--- src/rtl/pipe_pkg.sv ---
// Shared pipeline constants and the fetch-stage state encoding.
package pipe_pkg;

  localparam int unsigned ADDR_W    = 32;
  localparam int unsigned INSTR_W   = 32;
  localparam logic [31:0] RESET_PC  = 32'h0000_0000;
  localparam logic [31:0] NOP_INSTR = 32'h0000_0000;

  typedef enum logic {
    ST_BOOT  = 1'b0,
    ST_FETCH = 1'b1
  } fetch_state_e;

endpackage

--- src/rtl/ifid_reg.sv ---
// IF/ID pipeline register: load on accepted fetch, flush to NOP, otherwise hold.
module ifid_reg #(
  parameter int unsigned        ADDR_W    = pipe_pkg::ADDR_W,
  parameter int unsigned        INSTR_W   = pipe_pkg::INSTR_W,
  parameter logic [INSTR_W-1:0] NOP_INSTR = pipe_pkg::NOP_INSTR
) (
  input  logic               clk,
  input  logic               rst,
  input  logic               load_i,
  input  logic               flush_i,
  input  logic [ADDR_W-1:0]  pc_i,
  input  logic [INSTR_W-1:0] instr_i,
  input  logic               valid_i,
  output logic [ADDR_W-1:0]  pc_o,
  output logic [INSTR_W-1:0] instr_o,
  output logic               valid_o
);

  logic [ADDR_W-1:0]  pc_d,    pc_q;
  logic [INSTR_W-1:0] instr_d, instr_q;
  logic               valid_d, valid_q;

  // Flush still captures the PC of an accepted fetch; only the payload is squashed.
  always_comb begin
    pc_d    = pc_q;
    instr_d = instr_q;
    valid_d = valid_q;
    if (load_i) begin
      pc_d    = pc_i;
      valid_d = valid_i;
      instr_d = valid_i ? instr_i : NOP_INSTR;
    end
    if (flush_i) begin
      valid_d = 1'b0;
      instr_d = NOP_INSTR;
    end
  end

  always_ff @(posedge clk) begin
    if (rst) begin
      pc_q    <= '0;
      instr_q <= NOP_INSTR;
      valid_q <= 1'b0;
    end else begin
      pc_q    <= pc_d;
      instr_q <= instr_d;
      valid_q <= valid_d;
    end
  end

  assign pc_o    = pc_q;
  assign instr_o = instr_q;
  assign valid_o = valid_q;

endmodule

--- src/rtl/pc_fetch_stage.sv ---
// IF stage: architectural PC, imem request handshake, pending-redirect capture and IF/ID fill.
module pc_fetch_stage #(
  parameter int unsigned        ADDR_W    = pipe_pkg::ADDR_W,
  parameter int unsigned        INSTR_W   = pipe_pkg::INSTR_W,
  parameter logic [ADDR_W-1:0]  RESET_PC  = pipe_pkg::RESET_PC,
  parameter logic [INSTR_W-1:0] NOP_INSTR = pipe_pkg::NOP_INSTR
) (
  input  logic               clk,
  input  logic               rst,
  input  logic [ADDR_W-1:0]  pc_next_i,
  input  logic               redirect_i,
  input  logic               stall_i,
  input  logic               flush_i,
  output logic               imem_req_o,
  output logic [ADDR_W-1:0]  imem_addr_o,
  input  logic [INSTR_W-1:0] imem_rdata_i,
  input  logic               imem_ready_i,
  output logic [ADDR_W-1:0]  pc_o,
  output logic [ADDR_W-1:0]  pc_plus4_o,
  output logic [ADDR_W-1:0]  ifid_pc_o,
  output logic [INSTR_W-1:0] ifid_instr_o,
  output logic               ifid_valid_o
);

  import pipe_pkg::*;

  fetch_state_e      state_d, state_q;
  logic [ADDR_W-1:0] pc_d, pc_q;
  logic              pend_d, pend_q;
  logic [ADDR_W-1:0] pend_tgt_d, pend_tgt_q;
  logic              accept;
  logic              ifid_valid_in;
  logic [ADDR_W-1:0] pc_sel;

  always_ff @(posedge clk) begin
    if (rst) state_q <= ST_BOOT;
    else     state_q <= state_d;
  end

  always_comb begin
    state_d = state_q;
    unique case (state_q)
      ST_BOOT:  state_d = ST_FETCH;
      ST_FETCH: state_d = ST_FETCH;
      default:  state_d = ST_BOOT;
    endcase
  end

  always_comb begin
    imem_req_o = (state_q == ST_FETCH);
  end

  assign accept = (state_q == ST_FETCH) && imem_ready_i && !stall_i;

  // A redirect seen while the fetch was outstanding overrides the mux's sequential PC.
  always_comb begin
    pc_sel        = pend_q ? pend_tgt_q : pc_next_i;
    ifid_valid_in = !(flush_i || redirect_i || pend_q);
    pc_d          = pc_q;
    pend_d        = pend_q;
    pend_tgt_d    = pend_tgt_q;
    if (accept) begin
      pc_d   = pc_sel & ~ADDR_W'(3);
      pend_d = 1'b0;
    end else if (redirect_i) begin
      pend_d     = 1'b1;
      pend_tgt_d = pc_next_i;
    end
  end

  always_ff @(posedge clk) begin
    if (rst) begin
      pc_q       <= RESET_PC;
      pend_q     <= 1'b0;
      pend_tgt_q <= '0;
    end else begin
      pc_q       <= pc_d;
      pend_q     <= pend_d;
      pend_tgt_q <= pend_tgt_d;
    end
  end

  ifid_reg #(
    .ADDR_W    (ADDR_W),
    .INSTR_W   (INSTR_W),
    .NOP_INSTR (NOP_INSTR)
  ) u_ifid_reg (
    .clk     (clk),
    .rst     (rst),
    .load_i  (accept),
    .flush_i (flush_i),
    .pc_i    (pc_q),
    .instr_i (imem_rdata_i),
    .valid_i (ifid_valid_in),
    .pc_o    (ifid_pc_o),
    .instr_o (ifid_instr_o),
    .valid_o (ifid_valid_o)
  );

  assign pc_o        = pc_q;
  assign imem_addr_o = pc_q;
  assign pc_plus4_o  = pc_q + ADDR_W'(4);

endmodule

--- config.mk ---
export PLATFORM = sky130hd
export DESIGN_NAME = pc_fetch_stage
export DESIGN_NICKNAME = d
export VERILOG_FILES = /design/src/rtl/pipe_pkg.sv /design/src/rtl/ifid_reg.sv /design/src/rtl/pc_fetch_stage.sv
export SDC_FILE = /design/constraint.sdc
export NUM_CORES = 1
export LEC_CHECK = 0
export ABC_CLOCK_PERIOD_IN_PS = 1800
export BUFFER_PORTS_ARGS = -buffer_cell sky130_fd_sc_hd__buf_2
export CAP_MARGIN = 20
export CORE_MARGIN = 10
export CORE_UTILIZATION = 44
export CTS_CLUSTER_SIZE = 25
export DETAILED_ROUTE_END_ITERATION = 16
export GPL_TIMING_DRIVEN = 1
export PLACE_DENSITY = 0.77
export SLEW_MARGIN = 20
export SYNTH_ARGS = -nofsm -noshare
export SYNTH_HDL_FRONTEND = slang
export SYNTH_HIERARCHICAL = 1
export SYNTH_SLANG_ARGS = --single-unit
export TNS_END_PERCENT = 5
--- constraint.sdc ---
create_clock -name clk -period 1.8 [get_ports clk]
set_clock_uncertainty 0.15 [all_clocks]
set_input_delay 0 -clock clk [delete_from_list [all_inputs] [get_ports clk]]
set_output_delay 0 -clock clk [all_outputs]
set_load 0.05 [all_outputs]
## After elaboration in Yosys (flattened, before gate mapping)

Index checks and enable logic that the tools add are counted.

- Bits in registers: 127
- Bits in latches: 0
- Memory bits (writable): 0
- ROM bits: 0
- Input port bits: 70
- Output and inout port bits: 162
- Logic and storage cells: 21
- Memories: 0

- Add/subtract/negate cells: 1
- Multipliers: 0
- Div/mod/pow operators: 0
- $lt $le $gt $ge: 0
- Eq/ne operators: 0
- Shifts and indexed selects: 0
- Muxes and demuxes: 3
- Bitwise gates (word level): 1
- Reduce and logical (&&, ||, !) cells: 9

Operator list:

| cell | count |
|---|---|
| $mux 32 | 2 |
| $add 32x3->32 const B | 1 |
| $reduce_or 2->1 | 2 |
| $logic_and 1x1->1 | 2 |
| $logic_not 1->1 | 2 |
| $logic_or 1x1->1 | 2 |
| $reduce_and 2->1 | 1 |
| $mux 1 | 1 |
| $not 1->1 | 1 |

## Longest topological paths before layout

Gate-level depths: netlist (run 1).

- Depth in word-level cells: 4
- Gate-level depth with buffers: 8
- Mapped depth without buffers: 5

## Cells and area by module

The synthesis (run 1) kept the hierarchy.

Modules (own cells, without submodules):

| module | instances | cells an instance | area an instance (um2) | seq. area each (um2) |
|---|---|---|---|---|
| pc_fetch_stage | 1 | 398 | 3259.4 | 1241.2 |
| ifid_reg | 1 | 251 | 2552.4 | 1301.2 |

## Least setup slack after synthesis (run 1)

OpenSTA, ideal clock, no wires.

- Path kind: register to output
- Start: register pc_q[2] (netlist: imem_addr_o[2])
- End: output port pc_plus4_o[26]
- Arrival time: 2.416 ns
- Data required time: 1.650 ns
- Path slack: -0.766 ns
- Cell stages (with the launch flop): 6
- Path buffers: 0
- Cells stage by stage: dfxtp_1 -> ha_1 -> and3_1 -> nand4_1 -> nor4_1 -> xor2_1

- Word-level cells in the longest chain between the ends: 1

Ends and longest elaborated chain:

| item | line | source |
|---|---|---|
| from (decl) | pc_fetch_stage.sv:28 | `logic [ADDR_W-1:0] pc_d, pc_q;` |
| from (signal assigned) | pc_fetch_stage.sv:77 | `pc_q <= pc_d;` |
| $add 32x3->32 | pc_fetch_stage.sv:102 | `assign pc_plus4_o = pc_q + ADDR_W'(4);` |
| to (decl) | pc_fetch_stage.sv:19 | `output logic [ADDR_W-1:0] pc_plus4_o,` |

No other way between the ends.

## Worst setup path after layout (run 1)

- Start: register pc_q[5] (netlist: imem_addr_o[5])
- End: output port pc_plus4_o[31]

Same word-level chain as after synthesis.

==> results_dict.tcl, run 1 <==
set metrics [dict create \
    antenna_left 0 \
    max_slew_margin_pct 32.1 \
    num_vias 5623 \
    synth_top_area_share_pct 43.7 \
    die-area_sq_mm 0.0182 \
    first_pass_iters 5 \
    startpoint_type "flip-flop" \
    synth-edff-count 0 \
    drcViolationCount 0 \
    post-route-util_pct 70.5 \
    track_usage_pct 21.1 \
    die-width_um 135 \
    cts_sinks 127 \
    power_w 0.00799 \
    p_switching_w 0.00222 \
    syn_area_per_cell_sq_um 8.96 \
    avgViaCountPerCell 4.99 \
    antennaDiodeCount 0 \
    max_freq_ghz 0.470 \
    path_class "reg2out" \
    worstSetupEndpointType "primary output" \
    yosysUniqueCellTypes 35 \
    nNetsFinal 1013 \
    wirelength_um 19700 \
    yosys_warnings 6 \
    layout_commonest_cell "buf_2" \
    setup_viol 23 \
    htree_levels 4 \
    dp_hpwl_um 12700 \
    yosysSeqAreaShare_pct 43.7 \
    p_clk_share_pct 45.9 \
    io_pins 232 \
    multi_input_area_sq_mm 0.00308 \
    grt.overflow.total 0 \
    worstSkewPairLatency_ns 0.42 \
    yosysTopAreaCell "dfxtp_1" \
    p_seq_share_pct 37.0 \
    finalHoldViolations 0 \
    nFillCells 903 \
    setup_ws_ns -0.329 \
    async_reset_ff_share_pct 0 \
    violations "negative setup slack" \
    root_buffer "clkbuf_16" \
    worstMarginPinSlew_ns 1.02 \
    design_area_sq_mm 0.00901 \
    hp-class "in2reg" \
    syn_to_final_growth_pct 55.0 \
    register_area_sq_mm 0.00260 \
    fin_crit_sh_pct 118 \
    initial_utilization_pct 45.5 \
    cts_tree "built" \
    rsz0062_at_grt "yes" \
    grt_pass1_wl_um 30900 \
    netlist_instances 649 \
    ys.flop_type "dfxtp_1" \
    synth.area.top_cells "dfxtp_1, mux2i_1, buf_4, nand2_1, nor2_1" \
    ys_seq_elements 127 \
    drive_gt1_share_pct 44.7 \
    io_buffers 223 \
    leakagePower_nw 4.04 \
    cts_buffers 17 \
    place_inst 1020 \
    antenna_found_initial 1 \
    core_sq_mm 0.0128 \
    dpl_cell_area_sq_mm 0.00733 \
    fin_setup_tns_ns -5.38 \
    power_density_mw_per_mm2 887 \
    drv_cap 0 \
    peakVddDrop_uv 542 \
    grt_pass1_vias 5600 \
    arrival_ns 1.98 \
    drv_slew 0 \
    cp_data_required_time_ns 1.65 \
    rows 41 \
    drtIter0Drc 320 \
    crit_path_max_fanout 5 \
    path_clk_slew_ns 0.06 \
    syn_area_sq_mm 0.00581 \
    final_cells 1127 \
    grt_max_degree 95 \
    switching_share_pct 27.7 \
    pwr-share-comb_pct 17.2 \
    p_int_w 0.00578 \
    gp_congestion 0.805 \
    mostFrequentLayoutCells "buf_2, dfxtp_1, nand2_1" \
    status "finished, violations left" \
    clk_path_buf_depth 2 \
    die-height_um 135 \
    wl_per_cell_um 17.4 \
    min_period_ns 2.13 \
]
final timing paths:
check | from | slack (ns) | depth (start not counted) | endpoint
setup reg to reg | imem_req_o | 0.20 | 6 | pend_tgt_q[20]
hold reg to reg | pend_tgt_q[29] | 0.30 | 2 | pend_tgt_q[29]
hold / removal | stall_i | 0.16 | 5 | imem_addr_o[17]
setup / recovery | imem_addr_o[5] | -0.33 | 6 | pc_plus4_o[31]
worst max-delay path, stage by stage (launching register included):
cell     delay [ns]
dfxtp_4        0.34
and3_4         0.24
nand4_4        0.22
nor4_2         0.28
buf_4          0.16
xor2_2         0.14
buf_6          0.18
cells by family after synthesis:
family          Yosys count  synth area share (%)
other cells               1                0.0645
compound gates           92                  11.1
flops                   127                  43.7
fa+ha+maj                 1                 0.215
mux                      63                  10.9
simple gates            245                  20.0
xor+xnor                 28                  4.22
buf+inv                  92                  9.77
power groups by stage:
stage	registers (W)	logic [W]	clock network (W)
detailed placement	0.00301	0.00120	0
CTS	0.00295	0.00136	0.00373
global route	0.00296	0.00146	0.00386
global placement	0.00301	0.00119	0
floorplan	0.00321	0.000707	0
finish	0.00295	0.00137	0.00367
final cells by class:
type / count / area share [%]
multi-input cells: 438 / 34.2
flip-flops and latches: 127 / 28.8
repair buffers: 350 / 27.1
clock buffers: 20 / 5.07
well taps: 172 / 2.39
clock inverters: 12 / 2.06
inverters: 8 / 0.333
sequential cells by signal (all words and copies together), names as in the netlist:
name / flops
imem_addr_o: 30
pend_q: 1
u_ifid_reg/pc_o: 32
pend_tgt_q: 30
u_ifid_reg/valid_o: 1
imem_req_o: 1
u_ifid_reg/instr_o: 32
cell usage after synthesis, types with 3 or more instances:
library cell and instances:
a211oi_1 30, a21oi_1 33, a21oi_2 29, and3_1 4, and4_1 3, buf_2 12
buf_4 44, buf_8 3, clkbuf_1 22, dfxtp_1 127, inv_1 8, mux2i_1 63
nand2_1 69, nand2b_1 33, nand3_1 39, nand4_1 3, nor2_1 68, nor3_1 10
nor4_1 7, xnor2_1 11, xor2_1 17
per-layer routing:
layer | GRT usage (%) | part of all wire [%]
met5 | 0 | 0.066
met4 | 7.36 | 1.8
met3 | 6.90 | 7.8
met2 | 35.7 | 49
met1 | 24.5 | 41
what timing repair did:
item | 4_1_cts | 5_1_grt
hold endpoints to repair | 125 | 0
pin swaps | 16 | 8
endpoints found under the setup margin | 26 | 24
resized for setup | 62 | 21
setup buffers | 7 | 2
gates cloned | 1 | 0
hold buffers | 65 | 0
per-stage QoR:
step	setup WS, ns	hold slack (ns)
CTS	-0.356	0.110
finish	-0.329	0.160
floorplan	-0.339	-0.0140
global placement	-0.0909	0.102
global route	-0.405	0.167
detailed placement	-0.136	0.108
Power figures use the tool's default switching activity.
==> inputs of run 2 (changes only) <==
--- a/config.mk
+++ b/config.mk
@@ -5,16 +5,15 @@
 export SDC_FILE = /design/constraint.sdc
 export NUM_CORES = 1
 export LEC_CHECK = 0
-export ABC_CLOCK_PERIOD_IN_PS = 1800
+export ABC_CLOCK_PERIOD_IN_PS = 2540
 export BUFFER_PORTS_ARGS = -buffer_cell sky130_fd_sc_hd__buf_2
 export CAP_MARGIN = 20
 export CORE_MARGIN = 10
-export CORE_UTILIZATION = 44
+export CORE_UTILIZATION = 45
 export CTS_CLUSTER_SIZE = 25
 export DETAILED_ROUTE_END_ITERATION = 16
 export GPL_TIMING_DRIVEN = 1
-export PLACE_DENSITY = 0.77
-export SLEW_MARGIN = 20
+export PLACE_DENSITY = 0.75
 export SYNTH_ARGS = -nofsm -noshare
 export SYNTH_HDL_FRONTEND = slang
 export SYNTH_HIERARCHICAL = 1
==> constraint.sdc (replaced) <==
create_clock -name clk -period 2.54 [get_ports clk]
set_clock_uncertainty 0.15 [all_clocks]
set_input_delay 0 -clock clk [delete_from_list [all_inputs] [get_ports clk]]
set_output_delay 0 -clock clk [all_outputs]
set_load 0.05 [all_outputs]
==> run 2 against run 1 <==
Compared with the run above:
- the run now ends clean
- die area fell by 1.9%
- hold slack lost 0.11 ns
- non-clock buffer count fell by 31
- register-to-register slack worse by 0.04 ns
- core utilization down 5.3 points
- critical path type unchanged
- critical endpoint is now pc_plus4_o[29]
- largest cell class unchanged
==> results_dict.tcl, run 2 (same netlist as run 1, synthesis figures left out) <==
set metrics [dict create \
    io_pins 232 \
    initial_utilization_pct 46.1 \
    leakagePower_nw 3.68 \
    drv_slew 0 \
    antenna_left 0 \
    fin_crit_sh_pct 96.3 \
    drv_cap 0 \
    setup_viol 0 \
    drtIter0Drc 416 \
    design_area_sq_mm 0.00823 \
    grt_max_degree 76 \
    num_vias 5454 \
    clk_path_buf_depth 2 \
    track_usage_pct 20.1 \
    min_period_ns 2.45 \
    path_clk_slew_ns 0.05 \
    cp_data_required_time_ns 2.39 \
    rows 41 \
    hp-class "in2reg" \
    drcViolationCount 0 \
    max_slew_margin_pct 62.5 \
    grt_pass1_vias 5302 \
    drive_gt1_share_pct 35.0 \
    cts_sinks 127 \
    layout_commonest_cell "buf_2" \
    crit_path_max_fanout 8 \
    cts_buffers 17 \
    grt.overflow.total 0 \
    root_buffer "clkbuf_16" \
    die-width_um 134 \
    peakVddDrop_uv 470 \
    worstSetupEndpointType "primary output" \
    path_class "reg2out" \
    gp_congestion 0.882 \
    nNetsFinal 981 \
    cts_tree "built" \
    finalHoldViolations 0 \
    power_density_mw_per_mm2 666 \
    worstMarginPinSlew_ns 0.562 \
    wirelength_um 18700 \
    rsz0062_at_grt "no" \
    die-area_sq_mm 0.0179 \
    wl_per_cell_um 17.1 \
    antenna_found_initial 2 \
    dp_hpwl_um 12400 \
    first_pass_iters 5 \
    htree_levels 4 \
    syn_to_final_growth_pct 41.6 \
    core_sq_mm 0.0126 \
    io_buffers 223 \
    status "complete, no violations" \
    avgViaCountPerCell 4.98 \
    worstSkewPairLatency_ns 0.41 \
    mostFrequentLayoutCells "buf_2, dfxtp_1, dlygate4sd3_1" \
    startpoint_type "flip-flop" \
    arrival_ns 2.30 \
    dpl_cell_area_sq_mm 0.00685 \
    grt_pass1_wl_um 29000 \
    post-route-util_pct 65.2 \
    max_freq_ghz 0.409 \
    die-height_um 134 \
    power_w 0.00548 \
]
## run 2: changes by cell type in the layout (fill, tap and decap cells not counted), sizes merged, moves of 2 or more
| cell | previous run | this run |
|---|---|---|
| clkbuf | 22 | 25 |
| dlygate4sd3 | 65 | 72 |
| diode | 0 | 2 |
| clkinv | 7 | 3 |
| buf | 283 | 246 |
## run 2: final timing paths
kind,start,to,slack [ns],cells past startpoint
max,imem_addr_o[9],pc_plus4_o[29],0.09,5
min,stall_i,imem_addr_o[6],0.05,4
max reg2reg,imem_req_o,pend_tgt_q[4],0.16,6
min reg2reg,pend_tgt_q[23],pend_tgt_q[23],0.30,2
## run 2: through the flow
stage / hold slack, ns / setup slack, ns / TNS (ns) / std cells
after floorplan: -0.0140 / -0.0263 / -0.0542 / 656
after global placement: 0.103 / 0.350 / 0 / 990
after detailed placement: 0.109 / 0.320 / 0 / 990
after CTS: 0.0370 / 0.0893 / 0 / 1093
after global routing: 0.0685 / 0.0268 / 0 / 1095
final: 0.0489 / 0.0948 / 0 / 1095
## run 2: timing repair
action                                 4_1_cts  5_1_grt
endpoints found under the hold margin      108        0
gates resized for setup                      3        5
buffers inserted                             1        0
setup endpoints to repair                    3        8
hold buffers                                72        0
## run 2: worst max-delay path, stage by stage, from the launching register on
cell     delay, ns
dfxtp_1       0.50
and4_4        0.32
nand4_2       0.22
nor4_1        0.38
xor2_1        0.17
buf_2         0.29
## run 2: per-layer routing
layer	global-route usage (%)	share of wire [%]	vias to the layer above
met5	0	0	-
met2	33.1	49	187
met4	10.1	3.1	0
met1	23.1	42	2541
met3	5.98	5.9	44
li1	-	-	2682
## run 2: power by group
group          internal [W]  switching (W)  total (W)
clock network       0.00166       0.000822    0.00248
logic              0.000291       0.000601   0.000892
registers           0.00206      0.0000550    0.00211
## run 2: layout make-up
type,instances,area [sq um]
Fill cell,1046,4390
Multi-Input combinational cell,437,2780
Sequential cell,127,2540
Timing Repair Buffer,319,2050
Clock buffer,24,502
Tap cell,172,215
Clock inverter,6,105
Inverter,8,30.0
Antenna cell,2,5.00
==> inputs of run 3 (changes only) <==
--- a/config.mk
+++ b/config.mk
@@ -8,12 +8,15 @@
 export ABC_CLOCK_PERIOD_IN_PS = 2540
 export BUFFER_PORTS_ARGS = -buffer_cell sky130_fd_sc_hd__buf_2
 export CAP_MARGIN = 20
+export CELL_PAD_IN_SITES_DETAIL_PLACEMENT = 1
+export CELL_PAD_IN_SITES_GLOBAL_PLACEMENT = 1
 export CORE_MARGIN = 10
-export CORE_UTILIZATION = 45
+export CORE_UTILIZATION = 38
 export CTS_CLUSTER_SIZE = 25
 export DETAILED_ROUTE_END_ITERATION = 16
 export GPL_TIMING_DRIVEN = 1
-export PLACE_DENSITY = 0.75
+export PLACE_DENSITY_LB_ADDON = 0.1
+export REMOVE_ABC_BUFFERS = 1
 export SYNTH_ARGS = -nofsm -noshare
 export SYNTH_HDL_FRONTEND = slang
 export SYNTH_HIERARCHICAL = 1
==> run 3 against run 2 <==
Compared with the run above:
- hold slack got worse by 0.025 ns
- global-route usage decreased by 1.4 points
- flip-flop and latch count unchanged
- power increased by 5.6%
- final cell count unchanged
- design area decreased by 0.11%
- critical endpoint is now pc_plus4_o[28]
- largest cell class unchanged
- largest power group unchanged
==> results_dict.tcl, run 3 (same netlist as run 1, synthesis figures left out) <==
set metrics [dict create \
    worstSkewPairLatency_ns 0.42 \
    gp_congestion 0.795 \
    setup_viol 0 \
    finalHoldViolations 0 \
    die-height_um 144 \
    num_vias 5434 \
    worstSetupEndpointType "primary output" \
    rows 45 \
    antenna_left 0 \
    hp-class "in2reg" \
    design_area_sq_mm 0.00822 \
    syn_to_final_growth_pct 41.4 \
    worstMarginPinSlew_ns 1.02 \
    nNetsFinal 963 \
    drv_cap 0 \
    initial_utilization_pct 38.5 \
    core_sq_mm 0.0151 \
    die-area_sq_mm 0.0206 \
    arrival_ns 2.25 \
    drcViolationCount 0 \
    cts_buffers 17 \
    use_met3_pct 6.14 \
    wirelength_um 19400 \
    path_class "reg2out" \
    avgViaCountPerCell 4.96 \
    setup_ws_ns 0.138 \
    die-width_um 144 \
    path_clk_slew_ns 0.06 \
    drv_slew 0 \
    grtUsageMet2_pct 32.9 \
    max_freq_ghz 0.416 \
    leakagePower_nw 3.63 \
    whs_ns 0.0235 \
    clk_path_buf_depth 2 \
    fin_setup_tns_ns 0 \
    place_ws_ns 0.350 \
    met1_usage_pct 20.8 \
    layout_commonest_cell "buf_2" \
    mostFrequentLayoutCells "buf_2, dfxtp_1, nand2_1" \
    track_usage_pct 18.7 \
    wl_per_cell_um 17.8 \
    min_period_ns 2.40 \
    grt_max_degree 95 \
    peakVddDrop_uv 536 \
    cts_sinks 127 \
    crit_path_max_fanout 8 \
    cts_tree "built" \
    grt_pass1_vias 5806 \
    drtIter0Drc 195 \
    power_w 0.00579 \
    dpl_cell_area_sq_mm 0.00677 \
    power_density_mw_per_mm2 704 \
    io_pins 232 \
    status "complete, no violations" \
    grt.overflow.total 0 \
    drive_gt1_share_pct 34.7 \
    first_pass_iters 4 \
    io_buffers 223 \
    antenna_found_initial 2 \
    cp_data_required_time_ns 2.39 \
    max_slew_margin_pct 32.2 \
    htree_levels 4 \
    dp_hpwl_um 12800 \
    root_buffer "clkbuf_16" \
    grt_pass1_wl_um 30800 \
    startpoint_type "flip-flop" \
    gr-max-usage-layer "met2" \
    fin_crit_sh_pct 94.6 \
]
==> run 3: cell types whose count changed in the layout (fill, tap and decap cells not counted), sizes merged <==
cell / previous run / this run
buf: 246 / 231
bufinv: 3 / 7
clkbuf: 25 / 23
clkinv: 3 / 5
dlygate4sd3: 72 / 67
==> run 3: metrics by stage <==
step	utilization [%]	cells
after floorplan	-	572
after global routing	54.5	1095
after detailed placement	44.9	993
final	54.5	1095
after global placement	44.9	993
after CTS	54.0	1093
==> run 3: cell type report <==
type | instances | area (sq um)
Antenna cell | 2 | 5.00
Tap cell | 188 | 235
Clock buffer | 20 | 437
Sequential cell | 127 | 2550
Inverter | 8 | 30.0
Fill cell | 1760 | 6870
Timing Repair Buffer | 301 | 1900
Multi-Input combinational cell | 437 | 2820
Clock inverter | 12 | 239
==> run 3: timing repair <==
item | in CTS | in global routing
hold buffers | 67 | 0
endpoints found under the setup margin | 5 | 17
resized for setup | 4 | 14
hold endpoints to repair | 112 | 0
buffers inserted | 1 | 0
pin swaps | 0 | 0
==> run 3: critical path: stages, from the launching register on <==
cell     delay, ns
dfxtp_1       0.49
nand4_1       0.46
nor4_2        0.40
xor2_1        0.19
buf_2         0.30
==> run 3: metal layers <==
metal	wire (um)	share of wire [%]
met1	7950	41
met2	9900	51
met3	1300	6.7
met4	292	1.5
met5	0	0
==> run 3: where the power goes <==
part	total [W]	switching [W]	leakage, nW	internal (W)
Combinational	0.000850	0.000576	2.27	0.000274
Clock	0.00281	0.000877	0.332	0.00193
Sequential	0.00213	0.0000714	1.03	0.00206
Total	0.00579	0.00152	3.63	0.00426
==> run 3: worst paths after layout <==
path | start | to | slack [ns] | cells after the start
max | imem_addr_o[22] | pc_plus4_o[28] | 0.14 | 4
min | imem_ready_i | u_ifid_reg/pc_o[6] | 0.02 | 4
max reg2reg | pend_q | pend_q | 0.45 | 4
min reg2reg | pend_tgt_q[21] | pend_tgt_q[21] | 0.30 | 2
